--- src/rtl/lsu_ctrl.sv ---
// ---------------------------------------------------------------------------
// lsu_ctrl : load/store unit sequencer
//
// Accepts one decoded load/store uOP from issue, forms the effective address
// (base + immediate), checks alignment, runs a single-outstanding
// request/ack transaction on the data-memory port and returns the
// sign/zero-extended load result (or store completion) with a one-cycle
// done pulse.
//
// Handshakes:
//   issue side  : a uOP is accepted on a rising edge where valid_in=1 and
//                 ready_out=1. ready_out is high only in IDLE.
//   memory side : mem_req_out stays high, with address/strobes/data held
//                 stable, until a rising edge where mem_ack_in=1 (or the
//                 timeout fires). mem_rdata_in is sampled on that same edge.
//                 mem_ack_in is ignored whenever mem_req_out is low.
//
// Ports:
//   clock_in        system clock, all state on the rising edge
//   reset_in        asynchronous active-low reset
//   valid_in        issue presents a uOP
//   ready_out       controller can accept a uOP (IDLE)
//   uop_in[3:0]     LB/LH/LW/LBU/LHU/SB/SH/SW, other codes are NOP
//   a_data_in[31:0] base register value
//   b_data_in[31:0] immediate offset
//   st_data_in[31:0] store source value
//   mem_req_out     memory request valid
//   mem_we_out      1 = store
//   mem_addr_out    word-aligned address
//   mem_wstrb_out   byte enables
//   mem_wdata_out   store data replicated into lanes
//   mem_ack_in      memory completes the request this cycle
//   mem_rdata_in    read word, valid with mem_ack_in
//   done_out        one-cycle completion pulse
//   res_data_out    load result (0 for stores, NOP and exceptions)
//   misalign_out    with done_out: misaligned, no memory op issued
//   bus_err_out     with done_out: request timed out
//   dbg_state_out   current FSM state (0 IDLE, 1 REQ, 2 RESP)
// ---------------------------------------------------------------------------
module lsu_ctrl #(
    parameter int unsigned TIMEOUT = 255
) (
    input  logic        clock_in,
    input  logic        reset_in,
    input  logic        valid_in,
    output logic        ready_out,
    input  logic [3:0]  uop_in,
    input  logic [31:0] a_data_in,
    input  logic [31:0] b_data_in,
    input  logic [31:0] st_data_in,
    output logic        mem_req_out,
    output logic        mem_we_out,
    output logic [31:0] mem_addr_out,
    output logic [3:0]  mem_wstrb_out,
    output logic [31:0] mem_wdata_out,
    input  logic        mem_ack_in,
    input  logic [31:0] mem_rdata_in,
    output logic        done_out,
    output logic [31:0] res_data_out,
    output logic        misalign_out,
    output logic        bus_err_out,
    output logic [1:0]  dbg_state_out
);

    typedef enum logic [1:0] {
        IDLE = 2'd0,
        REQ  = 2'd1,
        RESP = 2'd2
    } state_t;

    localparam logic [3:0] OP_LB  = 4'b0001;
    localparam logic [3:0] OP_LH  = 4'b0010;
    localparam logic [3:0] OP_LW  = 4'b0011;
    localparam logic [3:0] OP_LBU = 4'b0101;
    localparam logic [3:0] OP_LHU = 4'b0110;
    localparam logic [3:0] OP_SB  = 4'b1001;
    localparam logic [3:0] OP_SH  = 4'b1010;
    localparam logic [3:0] OP_SW  = 4'b1100;

    localparam logic [31:0] TIMEOUT_LIM = 32'(TIMEOUT);

    function automatic logic is_load(input logic [3:0] u);
        return (u == OP_LB) || (u == OP_LH) || (u == OP_LW) ||
               (u == OP_LBU) || (u == OP_LHU);
    endfunction

    function automatic logic is_store(input logic [3:0] u);
        return (u == OP_SB) || (u == OP_SH) || (u == OP_SW);
    endfunction

    function automatic logic is_half(input logic [3:0] u);
        return (u == OP_LH) || (u == OP_LHU) || (u == OP_SH);
    endfunction

    function automatic logic is_word(input logic [3:0] u);
        return (u == OP_LW) || (u == OP_SW);
    endfunction

    state_t      state, state_next;
    logic [3:0]  uop_q;
    logic [31:0] ea_q;
    logic [31:0] st_q;
    logic [31:0] rdata_q;
    logic [31:0] cnt_q;
    logic        misalign_q;
    logic        bus_err_q;

    logic [31:0] ea;
    logic        misalign_now;
    logic        nop_now;
    logic        timeout_hit;
    logic [1:0]  sh;
    logic [7:0]  ld_byte;
    logic [15:0] ld_half;
    logic [31:0] ld_result;
    logic [3:0]  strb_calc;
    logic [31:0] wdata_calc;

    // Carry out of the 32-bit add is intentionally dropped.
    assign ea = a_data_in + b_data_in;

    assign nop_now      = !(is_load(uop_in) || is_store(uop_in));
    assign misalign_now = (is_half(uop_in) && ea[0]) ||
                          (is_word(uop_in) && (ea[1:0] != 2'b00));

    // The counter holds the number of REQ cycles already spent without an
    // ack, so the current cycle is number cnt_q+1. Timing out on that cycle
    // gives exactly TIMEOUT request cycles; an ack in the same cycle wins.
    assign timeout_hit = (TIMEOUT_LIM != 32'd0) &&
                         ((cnt_q + 32'd1) == TIMEOUT_LIM);

    assign sh = ea_q[1:0];

    always_comb begin
        ld_byte = 8'h00;
        unique case (sh)
            2'd0: ld_byte = rdata_q[7:0];
            2'd1: ld_byte = rdata_q[15:8];
            2'd2: ld_byte = rdata_q[23:16];
            2'd3: ld_byte = rdata_q[31:24];
            default: ld_byte = 8'h00;
        endcase
        ld_half = sh[1] ? rdata_q[31:16] : rdata_q[15:0];

        ld_result = 32'd0;
        unique case (uop_q)
            OP_LB:   ld_result = {{24{ld_byte[7]}}, ld_byte};
            OP_LBU:  ld_result = {24'd0, ld_byte};
            OP_LH:   ld_result = {{16{ld_half[15]}}, ld_half};
            OP_LHU:  ld_result = {16'd0, ld_half};
            OP_LW:   ld_result = rdata_q;
            default: ld_result = 32'd0;
        endcase
    end

    always_comb begin
        strb_calc  = 4'b0000;
        wdata_calc = 32'd0;
        unique case (uop_q)
            OP_SB: begin
                strb_calc  = 4'b0001 << sh;
                wdata_calc = {4{st_q[7:0]}};
            end
            OP_SH: begin
                strb_calc  = 4'b0011 << sh;
                wdata_calc = {2{st_q[15:0]}};
            end
            OP_SW: begin
                strb_calc  = 4'b1111;
                wdata_calc = st_q;
            end
            default: begin
                strb_calc  = 4'b0000;
                wdata_calc = 32'd0;
            end
        endcase
    end

    // State register and datapath latches.
    always_ff @(posedge clock_in or negedge reset_in) begin
        if (!reset_in) begin
            state      <= IDLE;
            uop_q      <= 4'd0;
            ea_q       <= 32'd0;
            st_q       <= 32'd0;
            rdata_q    <= 32'd0;
            cnt_q      <= 32'd0;
            misalign_q <= 1'b0;
            bus_err_q  <= 1'b0;
        end else begin
            state <= state_next;
            unique case (state)
                IDLE: begin
                    if (valid_in) begin
                        uop_q      <= uop_in;
                        ea_q       <= ea;
                        st_q       <= st_data_in;
                        rdata_q    <= 32'd0;
                        cnt_q      <= 32'd0;
                        misalign_q <= misalign_now && !nop_now;
                        bus_err_q  <= 1'b0;
                    end
                end
                REQ: begin
                    if (mem_ack_in) begin
                        if (is_load(uop_q)) begin
                            rdata_q <= mem_rdata_in;
                        end
                    end else if (timeout_hit) begin
                        bus_err_q <= 1'b1;
                    end else begin
                        cnt_q <= cnt_q + 32'd1;
                    end
                end
                RESP: begin
                    cnt_q <= 32'd0;
                end
                default: begin
                    cnt_q <= 32'd0;
                end
            endcase
        end
    end

    // Next state and outputs. Everything is decoded from state and latched
    // values, so an asynchronous reset drops mem_req_out at once.
    always_comb begin
        state_next    = state;
        ready_out     = 1'b0;
        mem_req_out   = 1'b0;
        mem_we_out    = 1'b0;
        mem_addr_out  = 32'd0;
        mem_wstrb_out = 4'b0000;
        mem_wdata_out = 32'd0;
        done_out      = 1'b0;
        res_data_out  = 32'd0;
        misalign_out  = 1'b0;
        bus_err_out   = 1'b0;

        unique case (state)
            IDLE: begin
                ready_out = 1'b1;
                if (valid_in) begin
                    if (nop_now || misalign_now) begin
                        state_next = RESP;
                    end else begin
                        state_next = REQ;
                    end
                end
            end
            REQ: begin
                mem_req_out   = 1'b1;
                mem_we_out    = is_store(uop_q);
                mem_addr_out  = {ea_q[31:2], 2'b00};
                mem_wstrb_out = strb_calc;
                mem_wdata_out = wdata_calc;
                if (mem_ack_in || timeout_hit) begin
                    state_next = RESP;
                end
            end
            RESP: begin
                done_out     = 1'b1;
                misalign_out = misalign_q;
                bus_err_out  = bus_err_q;
                if (is_load(uop_q) && !misalign_q && !bus_err_q) begin
                    res_data_out = ld_result;
                end
                state_next = IDLE;
            end
            default: begin
                state_next = IDLE;
            end
        endcase
    end

    assign dbg_state_out = state;

endmodule

--- config.mk ---
export PLATFORM = sky130hd
export DESIGN_NAME = lsu_ctrl
export DESIGN_NICKNAME = d
export VERILOG_FILES = /design/src/rtl/lsu_ctrl.sv
export SDC_FILE = /design/constraint.sdc
export NUM_CORES = 1
export LEC_CHECK = 0
export CORE_ASPECT_RATIO = 0.9
export CORE_UTILIZATION = 45
export DETAILED_ROUTE_END_ITERATION = 12
export PLACE_DENSITY = 0.77
export SLEW_MARGIN = 10
export SYNTH_ARGS = -nofsm -noshare
export SYNTH_HDL_FRONTEND = slang
export SYNTH_SLANG_ARGS = --single-unit
--- constraint.sdc ---
create_clock -name clock_in -period 2.88 [get_ports clock_in]
set_input_delay 0.432 -clock clock_in [delete_from_list [all_inputs] [get_ports clock_in]]
set_output_delay 0.432 -clock clock_in [all_outputs]
set_load 0.05 [all_outputs]
## After elaboration in Yosys (flattened, before gate mapping)

Cells that the tools add are included.

| storage, ports and cells | value |
|---|---|
| register bits | 136 |
| bits of input ports | 136 |
| output and inout port bits | 108 |
| logic and storage cells | 108 |

| operators by class | value |
|---|---|
| add/subtract/negate cells | 2 |
| equal/unequal tests | 29 |
| shift operators | 2 |
| muxes and demuxes | 31 |
| reductions and logical operators | 36 |

Operator list:

| kind | count |
|---|---|
| $mux 32 | 9 |
| $pmux 32 s5 | 1 |
| $pmux 32 s2 | 2 |
| $pmux 32 s3 | 1 |
| $add 32x1->32 const B | 1 |
| $add 32x32->32 | 1 |
| $eq 32x8->1 const B | 1 |
| $pmux 8 s4 | 1 |
| $eq 4x4->1 const B | 6 |
| $logic_or 1x1->1 | 19 |
| $eq 4x2->1 const B | 4 |
| $eq 4x3->1 const B | 4 |
| $mux 16 | 1 |
| $ne 2x2->1 const B | 7 |
| $pmux 4 s3 | 1 |
| $mux 1 | 9 |
| $eq 4x1->1 const B | 2 |
| $reduce_and 4->1 | 2 |
| $eq 2x2->1 const B | 3 |
| $mux 2 | 3 |
| $logic_and 1x1->1 | 5 |
| $eq 2x1->1 const B | 2 |
| $logic_not 2->1 | 2 |
| $mux 4 | 1 |
| other kinds (8) | 12 |

## Logic depth before layout (Yosys ltp)

| logic depth | value |
|---|---|
| word-level depth | 11 |
| depth in mapped cells | 12 |
| gate-level depth less buffers | 10 |

## Worst setup path after synthesis

OpenSTA, ideal clock, no wires.

| timing path | value |
|---|---|
| path type | register to output |
| start | reg state[1] (netlist: dbg_state_out[1]) |
| end | out res_data_out[23] |
| arrival | 2.878 ns |
| required time | 2.448 ns |
| slack | -0.430 ns |
| cell stages (with the launch flop) | 5 |
| buffers on the path | 1 |
| cells stage by stage | dfrtp_1 > nor2b_1 > nand3_1 > clkbuf_1 > a21oi_1 |

| between the ends | value |
|---|---|
| word-level cells in the longest chain between the ends | 2 |

Ends and longest elaborated chain:

| item | RTL line | source |
|---|---|---|
| from (decl) | 99 | `state_t state, state_next;` |
| from (signal assigned) | 191 | `state <= state_next;` |
| $eq 2x2->1 | 240 | `unique case (state)` |
| $mux 32 | 240 |  |
| to (decl) | 59 | `output logic [31:0] res_data_out,` |

Every way passes these cells.

## Worst setup path in the final report

| timing path | value |
|---|---|
| start | reg cnt_q[7] |
| end | reg cnt_q[9] |

| between the ends | value |
|---|---|
| word-level cells in the longest chain between the ends | 4 |
| elaborated cells between the ends (all ways) | 7 |
| classes of those cells | add/sub (1); eq/ne (2); mux (3); reduce/logical (1) |

Ends and longest elaborated chain:

| item | RTL line | source |
|---|---|---|
| from (decl) | 104 | `logic [31:0] cnt_q;` |
| from (signal assigned) | 212 | `cnt_q <= cnt_q + 32'd1;` |
| $add 32x1->32 (*) | 130, 212 |  |
| $eq 32x8->1 / $mux 32 (equally long branches) | 130, 209 |  |
| $ne 2x2->1 (no line) / $mux 32 (equally long branches) | n/a |  |
| $reduce_and 3->1 (no line) / $pmux 32 s2 (equally long branches) | n/a |  |

Every way passes the cells marked *; elsewhere a longest branch is shown, timed or not. The select of a mux whose other input is x is not followed.
A chain may end at the register's enable or synchronous reset.

==> results.json <==
{
  "grt_pass1_wl_microns": 50800,
  "wirelength_microns": 32300,
  "ant_nets": 0,
  "rsz0062_at_grt": "yes",
  "cts.reportedPaths.clkPinSlew_ps": 70,
  "die_y_microns": 140,
  "antenna_found_initial": 0,
  "overflow": 0,
  "cap_violations": 0,
  "r2r_setup_slack_ps": -40,
  "setup.worst_path.start": "cnt_q[7]",
  "ys_ff_latch": 136,
  "gp_congestion": 0.915,
  "slowest_delay_ps": 430,
  "avgSynthCellArea_sq_um": 8.55,
  "cts-root-buf": "clkbuf_16",
  "synthToLayoutAreaGrowth_pct": 49.1,
  "cts_tree": "built",
  "synth_edf_count": 0,
  "h-tree-depth": 4,
  "netlist_area_sq_mm": 0.00948,
  "worst_slew_pin_slew_ps": 881,
  "die-area_sq_mm": 0.0216,
  "core_sq_mm": 0.0203,
  "ir_drop_v": 0.000422,
  "p_leak_uw": 0.00599,
  "synthDistinctLibCells": 77,
  "skew_ps": 9.37,
  "layout_setup_ws_ps": -42.4,
  "crit_chain": "buf_6, and4_1, buf_4, nand4_1, o21ai_1, and4b_1, nand4_1, o41ai_4, buf_6, buf_8, nor3_4, a221o_1",
  "start_util_pct": 46.7,
  "nets": 1620,
  "grt_pass1_vias": 9758,
  "status": "finished, violations left",
  "p_per_area_mw_per_mm2": 552,
  "fmax_mhz": 342,
  "viasPerCell": 5.83,
  "power_uw": 7800,
  "grt_use_total_pct": 29.6,
  "async_flop_share_pct": 100,
  "dp_hpwl_microns": 23700,
  "ys.warnings.count": 0,
  "drv_slew": 0,
  "io_pins": 244,
  "synth_flop_cell": "dfrtp_1",
  "r2r-start": "cnt_q[7]",
  "violations": "setup timing",
  "rows": 49,
  "busiest_layer": "met2",
  "grtUsageMet2_pct": 48.6,
  "cp_num_buf_inv": 4,
  "hp-class": "flip-flop to flip-flop",
  "avgRoutedWirePerCell_microns": 18.6,
  "antenna_cells": 0,
  "cts_buffers": 17,
  "ys_seq_area_share_pct": 35.9,
  "period_share_pct": 101,
  "setup_viol": 12,
  "critical_path.top_delay_family": "simple AND/OR/NAND/NOR gates",
  "routed-via-count": 10160,
  "synth_top_area_share_pct": 35.9,
  "dieWidth_microns": 155,
  "endpoint_kind": "flip-flop",
  "dr.pass1.iters": 5,
  "synth_area_leader_cell": "dfrtp_1",
  "portBuffers": 241,
  "clockBufferDepth": 2,
  "synth.most_common_cell": "nand2_1",
  "relSlewSlack_pct": 41.0,
  "worstPathMaxFanout": 9,
  "globalRouteMet3Util_pct": 4.80,
  "final.min_clock_period_ps": 2920,
  "finalCoreUtilization_pct": 69.6,
  "critical_path_class": "flip-flop to flip-flop",
  "dpl_worst_slack_ps": -625,
  "min_from": "ea_q[5]",
  "worstPathRequired_ps": 3190,
  "tns_ps": -333,
  "finalHoldViolCount": 0,
  "worst_setup_path_start_kind": "flip-flop",
  "synthCells": 1109,
  "ys_top_cells_by_area": "dfrtp_1 36%, nand2_1 7.1%, mux2_2 5.7%, ha_1 4.4%, o21ai_0 4.2%",
  "grt_use_met1_pct": 40.4,
  "first_iter_violations": 942,
  "worstPathArrival_ps": 3230,
  "drcViolationCount": 0,
  "cts.sinks": 136,
  "clk_latency_ps": 430,
  "ys_top_cells_by_count": "180 x nand2_1, 136 x dfrtp_1, 80 x o21ai_0",
  "grt_max_degree": 65,
  "crit_slowest_cell": "dfrtp_1",
  "drive_gt1_share_pct": 26.9
}
-- area by class of cell --
cell class / count / area (sq um)
clock inverter: 14 / 131
clock buffer: 18 / 439
multi-input combinational: 876 / 5890
sequential: 136 / 3410
inverter: 24 / 90.1
fill: 1579 / 6160
tap: 280 / 350
timing repair buffer: 395 / 3820
-- layer usage --
metal	vias up	part of all wire (%)
met1	4889	43
met2	492	48
met5	-	0
met4	0	2.2
li1	4731	-
met3	48	7.6
-- worst min-delay path: stages (launching register included) --
cell	delay, ps
dfrtp_1	340
nand2_1	40
o21ai_0	60
-- state kept, by name, indices dropped and copies added (netlist names) --
name,flops
st_q,32
uop_q,4
dbg_state_out,2
misalign_q,1
cnt_q,32
ea_q,32
rdata_q,32
bus_err_q,1
-- cell families after synthesis --
| logic type | synth area share (%) |
|---|---|
| compound gates | 22.1 |
| xor+xnor | 2.59 |
| fa+ha+maj | 4.57 |
| buf+inv | 4.58 |
| flops | 35.9 |
| mux | 7.21 |
| other cells | 0.0396 |
| simple gates | 23.0 |
-- metrics by stage --
step	area, sq um	hold slack, ps	cells
2_1_floorplan	9520	136	1110
3_3_place_gp	13200	455	1701
3_5_place_dp	13200	461	1701
4_1_cts	13900	478	1737
5_1_grt	14100	494	1743
6_report	14100	474	1743
-- where the power goes --
group          internal (uW)  switching [uW]
Combinational           1250            1640
Clock                   1160             985
Sequential              2370             384
Total                   4790            3010
-- layout by cell type (no fill, tap or decap), types with 24 or more instances in the layout --
cell             Yosys  final
nand2_1            180    178
nor2_1              49     45
o21ai_0             80     73
ha_1                33     31
buf_4                7    205
buf_12               0     36
o31ai_1             30     26
and2_1              40     39
a21oi_1             76     74
clkdlybuf4s50_1      0    138
mux2_2              48     48
a22oi_1             24     24
dfrtp_1            136    134
nand3_1             26     26
-- worst paths after layout --
kind | end | depth (start not counted)
worst max-delay path | cnt_q[9] | 12
worst min-delay path | ea_q[5] | 2
worst max register to register | cnt_q[9] | 12
worst min register to register | ea_q[5] | 2
max in group asynchronous | ea_q[18] | 3
min in group asynchronous | st_q[26] | 2
-- timing repair --
action | CTS | global route
pin swaps | 8 | 23
cloned | 1 | 1
setup endpoints to repair | 61 | 82
setup buffers | 2 | 5
hold buffers | 1 | 0
gates resized for setup | 22 | 53
endpoints found under the hold margin | 8 | 0
Power figures use the tool's default switching activity.
